**config.mk**
```make
export PLATFORM = sky130hd
export DESIGN_NAME = gpr_dump_reader
export DESIGN_NICKNAME = d
export VERILOG_FILES = /design/src/rtl/gpr_dump_reader.sv
export SDC_FILE = /design/constraint.sdc
export NUM_CORES = 1
export LEC_CHECK = 0
export ABC_CLOCK_PERIOD_IN_PS = 7700
export BUFFER_PORTS_ARGS = -buffer_cell sky130_fd_sc_hd__buf_4
export CAP_MARGIN = 20
export CELL_PAD_IN_SITES_DETAIL_PLACEMENT = 0
export CELL_PAD_IN_SITES_GLOBAL_PLACEMENT = 1
export CORE_MARGIN = 4
export CORE_UTILIZATION = 40
export DETAILED_ROUTE_END_ITERATION = 8
export PLACE_DENSITY = 0.79
export SETUP_SLACK_MARGIN = 0.02
export SLEW_MARGIN = 20
export SYNTH_ARGS = -nofsm -noshare
export SYNTH_HDL_FRONTEND = slang
export SYNTH_SLANG_ARGS = --single-unit
```
**constraint.sdc**
```tcl
create_clock -name clk -period 7.7 [get_ports clk]
set_clock_uncertainty 0.05 [all_clocks]
set_input_delay 0.385 -clock clk [delete_from_list [all_inputs] [get_ports clk]]
set_output_delay 0.385 -clock clk [all_outputs]
set_load 0.005 [all_outputs]
```
**src/rtl/gpr_dump_reader.sv**
```systemverilog
// Walks a GPR read port one index at a time and streams {index, value} beats
// over valid/ready, keeping a running wrap-around checksum of accepted beats.
module gpr_dump_reader #(
    parameter int NUM_REGS = 32,
    parameter int ADDR_W   = 5,
    parameter int DATA_W   = 32,
    parameter bit SKIP_X0  = 1'b0
) (
    input  logic              clk,
    input  logic              rstn,
    input  logic              start,
    input  logic              abort,
    output logic [ADDR_W-1:0] gpr_rd_addr,
    input  logic [DATA_W-1:0] gpr_rd_data,
    output logic              dump_valid,
    input  logic              dump_ready,
    output logic [ADDR_W-1:0] dump_addr,
    output logic [DATA_W-1:0] dump_data,
    output logic              dump_last,
    output logic              busy,
    output logic              done,
    output logic [DATA_W-1:0] checksum
);

    typedef enum logic [1:0] {
        S_IDLE = 2'd0,
        S_READ = 2'd1,
        S_SEND = 2'd2,
        S_DONE = 2'd3
    } state_e;

    localparam logic [ADDR_W-1:0] FIRST_ADDR = SKIP_X0 ? ADDR_W'(1) : ADDR_W'(0);
    localparam logic [ADDR_W-1:0] LAST_ADDR  = ADDR_W'(NUM_REGS - 1);
    // With x0 skipped and only one register there is nothing to emit.
    localparam bit EMPTY_DUMP = SKIP_X0 && (NUM_REGS == 1);

    state_e            state_q, state_d;
    logic [ADDR_W-1:0] rd_addr_q, rd_addr_d;
    logic              valid_q, valid_d;
    logic [ADDR_W-1:0] addr_q, addr_d;
    logic [DATA_W-1:0] data_q, data_d;
    logic              last_q, last_d;
    logic              done_q, done_d;
    logic [DATA_W-1:0] csum_q, csum_d;

    // Next-state and datapath update for the dump walk.
    always_comb begin
        state_d   = state_q;
        rd_addr_d = rd_addr_q;
        valid_d   = valid_q;
        addr_d    = addr_q;
        data_d    = data_q;
        last_d    = last_q;
        done_d    = 1'b0;
        csum_d    = csum_q;
        case (state_q)
            S_IDLE: begin
                if (start) begin
                    rd_addr_d = FIRST_ADDR;
                    csum_d    = DATA_W'(0);
                    state_d   = EMPTY_DUMP ? S_DONE : S_READ;
                    done_d    = EMPTY_DUMP;
                end else begin
                    state_d = S_IDLE;
                end
            end
            S_READ: begin
                if (abort) begin
                    state_d = S_IDLE;
                    valid_d = 1'b0;
                end else begin
                    addr_d  = rd_addr_q;
                    data_d  = gpr_rd_data;
                    last_d  = (rd_addr_q == LAST_ADDR);
                    valid_d = 1'b1;
                    state_d = S_SEND;
                end
            end
            S_SEND: begin
                // Abort outranks the handshake, so a beat aborted mid-accept is not summed.
                if (abort) begin
                    state_d = S_IDLE;
                    valid_d = 1'b0;
                end else if (dump_ready) begin
                    csum_d  = csum_q + data_q;
                    valid_d = 1'b0;
                    if (last_q) begin
                        state_d = S_DONE;
                        done_d  = 1'b1;
                    end else begin
                        rd_addr_d = rd_addr_q + ADDR_W'(1);
                        state_d   = S_READ;
                    end
                end else begin
                    state_d = S_SEND;
                end
            end
            S_DONE: begin
                state_d = S_IDLE;
            end
            default: begin
                state_d = S_IDLE;
                valid_d = 1'b0;
            end
        endcase
    end

    // State and output registers.
    always_ff @(posedge clk or negedge rstn) begin
        if (!rstn) begin
            state_q   <= S_IDLE;
            rd_addr_q <= ADDR_W'(0);
            valid_q   <= 1'b0;
            addr_q    <= ADDR_W'(0);
            data_q    <= DATA_W'(0);
            last_q    <= 1'b0;
            done_q    <= 1'b0;
            csum_q    <= DATA_W'(0);
        end else begin
            state_q   <= state_d;
            rd_addr_q <= rd_addr_d;
            valid_q   <= valid_d;
            addr_q    <= addr_d;
            data_q    <= data_d;
            last_q    <= last_d;
            done_q    <= done_d;
            csum_q    <= csum_d;
        end
    end

    assign gpr_rd_addr = rd_addr_q;
    assign dump_valid  = valid_q;
    assign dump_addr   = addr_q;
    assign dump_data   = data_q;
    assign dump_last   = last_q;
    assign busy        = (state_q != S_IDLE);
    assign done        = done_q;
    assign checksum    = csum_q;

endmodule

```
==> metrics.md <==
| Metric | Value |
|---|---|
| P_int | 1.10 mW |
| Overall Global Routing Usage | 17.3% |
| Final setup viols | 0 |
| Least-Margin Pin Slew | 0.711 ns |
| Switching share of power | 33.7% |
| Finished Layout Cells | 679 |
| CTS tree | built |
| Syn_nets | 487 |
| Die Wd | 114 um |
| Max Slew Vio Count | 0 |
| Power Density | 284 nW/um^2 |
| IR drop worst, VDD | 0.159 mV |
| Share of the cycle needed by the critical path after routing | 38.7% |
| Final Hold Vio Count | 0 |
| Share of layout cells above drive strength 1 | 33.6% |
| Grt ovf | 0 |
| Core Area | 10900 sq um |
| Mapped Area | 4500 sq um |
| Max-slew headroom | 52.6% |
| Max Cap Violations | 0 |
| Cell count after synthesis | 416 |
| Setup_tns | 0 ns |
| Worst-path fanout max | 6 |
| NetSw | 0.558 mW |
| Flop pwr share | 35.1% |
| Starting Density | 41.2% |
| Antenna diodes | 0 |
| Min Clock Period, post-route | 2.98 ns |
| Largest net degree at the start of global routing | 80 |
| Logic pwr share | 39.7% |
| Inserted Clock Buffers | 9 |
| Drt pass-1 iters | 4 |
| H-tree depth | 3 |
| Layout fillers | 1040 |
| I/O Pins | 115 |
| Clk Latency, worst-skew pair | 0.34 ns |
| Final Net Count | 605 |
| Routed len/inst | 15.9 um |
| Via Count | 3589 |
| Final instance area | 5840 sq um |
| Critical Path Source Type | register |
| R2R depth | 12 |
| Worst min path class | input port to async pin |
| Clk buf depth | 2 |
| Vias/cell | 5.29 |
| Post-cts resize count | 0 |
| PnR worst setup slack | 4.72 ns |
| Clock sinks | 79 |
| Hold_buf cts | 0 |
| Die Ht | 114 um |
| Worst Setup End Kind | register |
| Fmax | 336 MHz |
| Setup CP Type | register to register |
| Initial antenna violation count | 0 |
| Postcts setup bufs | 0 |
| Async S/R FF share, synth | 100% |
| Placed Area | 5520 sq um |
| Worst EP required | 7.88 ns |
| Dominant synthesized flop cell | dfrtp_1 |
| WL final | 10800 um |
| Clk pwr share | 25.2% |
| DP HPWL | 8030 um |
| DRT antenna net count | 0 |
| Seq cells post-synth | 79 |
| CTS root buffer | clkbuf_16 |
| Die ar. | 13000 sq um |
| Row count | 38 |
| Unrepaired setup endpoints after global routing | no |
| Global-route wire length before repair | 17800 um |
| Commonest non-fill, non-tap cell in the layout | buf_4 |
| Port Buffers | 114 |
| GPL Wtd Cong | 0.788 |
| Worst Path Arrival | 3.16 ns |
| Inst Count DP | 662 |
| Mean Syn Cell Area | 10.8 sq um |
| Most frequent cells in the layout | buf_4 (115), dfrtp_1 (79), mux2_2 (38) |
| Total leakage power | 2.89 nW |
| Number of enable flip-flop cells after synthesis | 0 |
| Initial DRC count | 82 |
| Synth-to-layout area growth | 29.8% |
| DP Worst Slack | 4.73 ns |
| DR DRC count | 0 |
| Vias in the first global route | 3637 |
| Final core utilization | 53.4% |
| Synthesis warning total | 0 |
| Yosys cell types | 47 |
| Seq/Total Area, Yosys | 43.9% |
| CTS clk-pin slew, worst paths | 0.06 ns |
| Outcome | finished, final reports clean |
## per-stage QoR
step | power, mW | hold WS (ns)
floorplan | 0.993 | 0.0394
global placement | 1.24 | 0.405
detailed placement | 1.25 | 0.420
CTS | 1.68 | 0.165
global route | 1.78 | 0.104
finish | 1.66 | 0.0187
## final cells by class
| type | instances | area [sq um] | share of cell area, % |
|---|---|---|---|
| repair buffers | 117 | 895 | 15.3 |
| inverters | 17 | 63.8 | 1.09 |
| well taps | 140 | 175 | 3.00 |
| flip-flops and latches | 79 | 1980 | 33.8 |
| clock buffers | 14 | 284 | 4.86 |
| clock inverters | 2 | 12.5 | 0.214 |
| multi-input cells | 310 | 2440 | 41.7 |
## synth_stat cells (4+ instances only)
cell,number,share of area [%]
dfrtp_1,79,44
mux2_2,38,9.5
ha_1,33,9.2
a21oi_1,30,3.3
a22o_1,28,5.4
nor2_1,28,2.3
nand2_1,24,2.0
xnor2_1,21,4.1
o21ai_0,18,2.0
inv_1,17,1.4
a21o_1,10,1.7
nand3_1,8,0.89
xor2_1,8,1.6
o21a_1,7,1.2
clkbuf_1,6,0.50
nand2b_1,5,0.69
buf_1,4,0.33
nand4_1,4,0.56
o211ai_1,4,0.67
## kinds of logic (layout without fill, tap and decap cells)
logic type / Yosys count / count (layout) / share of synthesized area, %
xor+xnor: 29 / 29 / 5.64
flops: 79 / 79 / 43.9
buf+inv: 27 / 150 / 2.25
fa+ha+maj: 34 / 34 / 9.61
mux: 41 / 41 / 10.2
simple gates: 85 / 85 / 8.97
compound gates: 121 / 121 / 19.5
## worst paths after layout
path                              startpoint            end  slack, ns
worst max-delay path            dump_data[0]   checksum[24]       4.72
worst min-delay path                    rstn  dump_data[12]       0.02
worst max register to register  dump_data[0]   checksum[24]       4.72
worst min register to register  checksum[31]   checksum[31]       0.43
max in group asynchronous               rstn   checksum[22]       7.08
min in group clk                       abort     state_q[1]       0.18
## flip-flops by register name, summed over array words and instances (netlist names)
register and flops:
done 1, dump_last 1, state_q 2, dump_valid 1, dump_data 32, gpr_rd_addr 5
checksum 32, dump_addr 5
## power groups by stage
stage	Clock [mW]	Sequential [mW]	Combinational, mW
2_1_floorplan	0	0.579	0.415
3_3_place_gp	0	0.584	0.654
6_report	0.418	0.582	0.659
4_1_cts	0.431	0.584	0.664
5_1_grt	0.446	0.597	0.738
3_5_place_dp	0	0.590	0.661
## critical path: stages, from the launching register on
cell and delay [ns]:
dfrtp_1 0.40, ha_1 0.24, inv_1 0.08, fa_1 0.22, nor2b_4 0.06, o31a_4 0.30, o32ai_4 0.39, o31ai_4 0.14
a311o_1 0.38, a21oi_1 0.18, o21bai_1 0.09, xor2_1 0.14, a22o_1 0.17
## layer usage
metal | wire length [um] | global-route usage, % | up-vias
met5 | 0 | 0 | -
met4 | 203 | 7.36 | 0
met3 | 688 | 4.33 | 11
met2 | 4930 | 26.9 | 86
met1 | 4950 | 22.9 | 1724
li1 | - | - | 1768
Note: power is estimated with default switching activity, not from simulation.
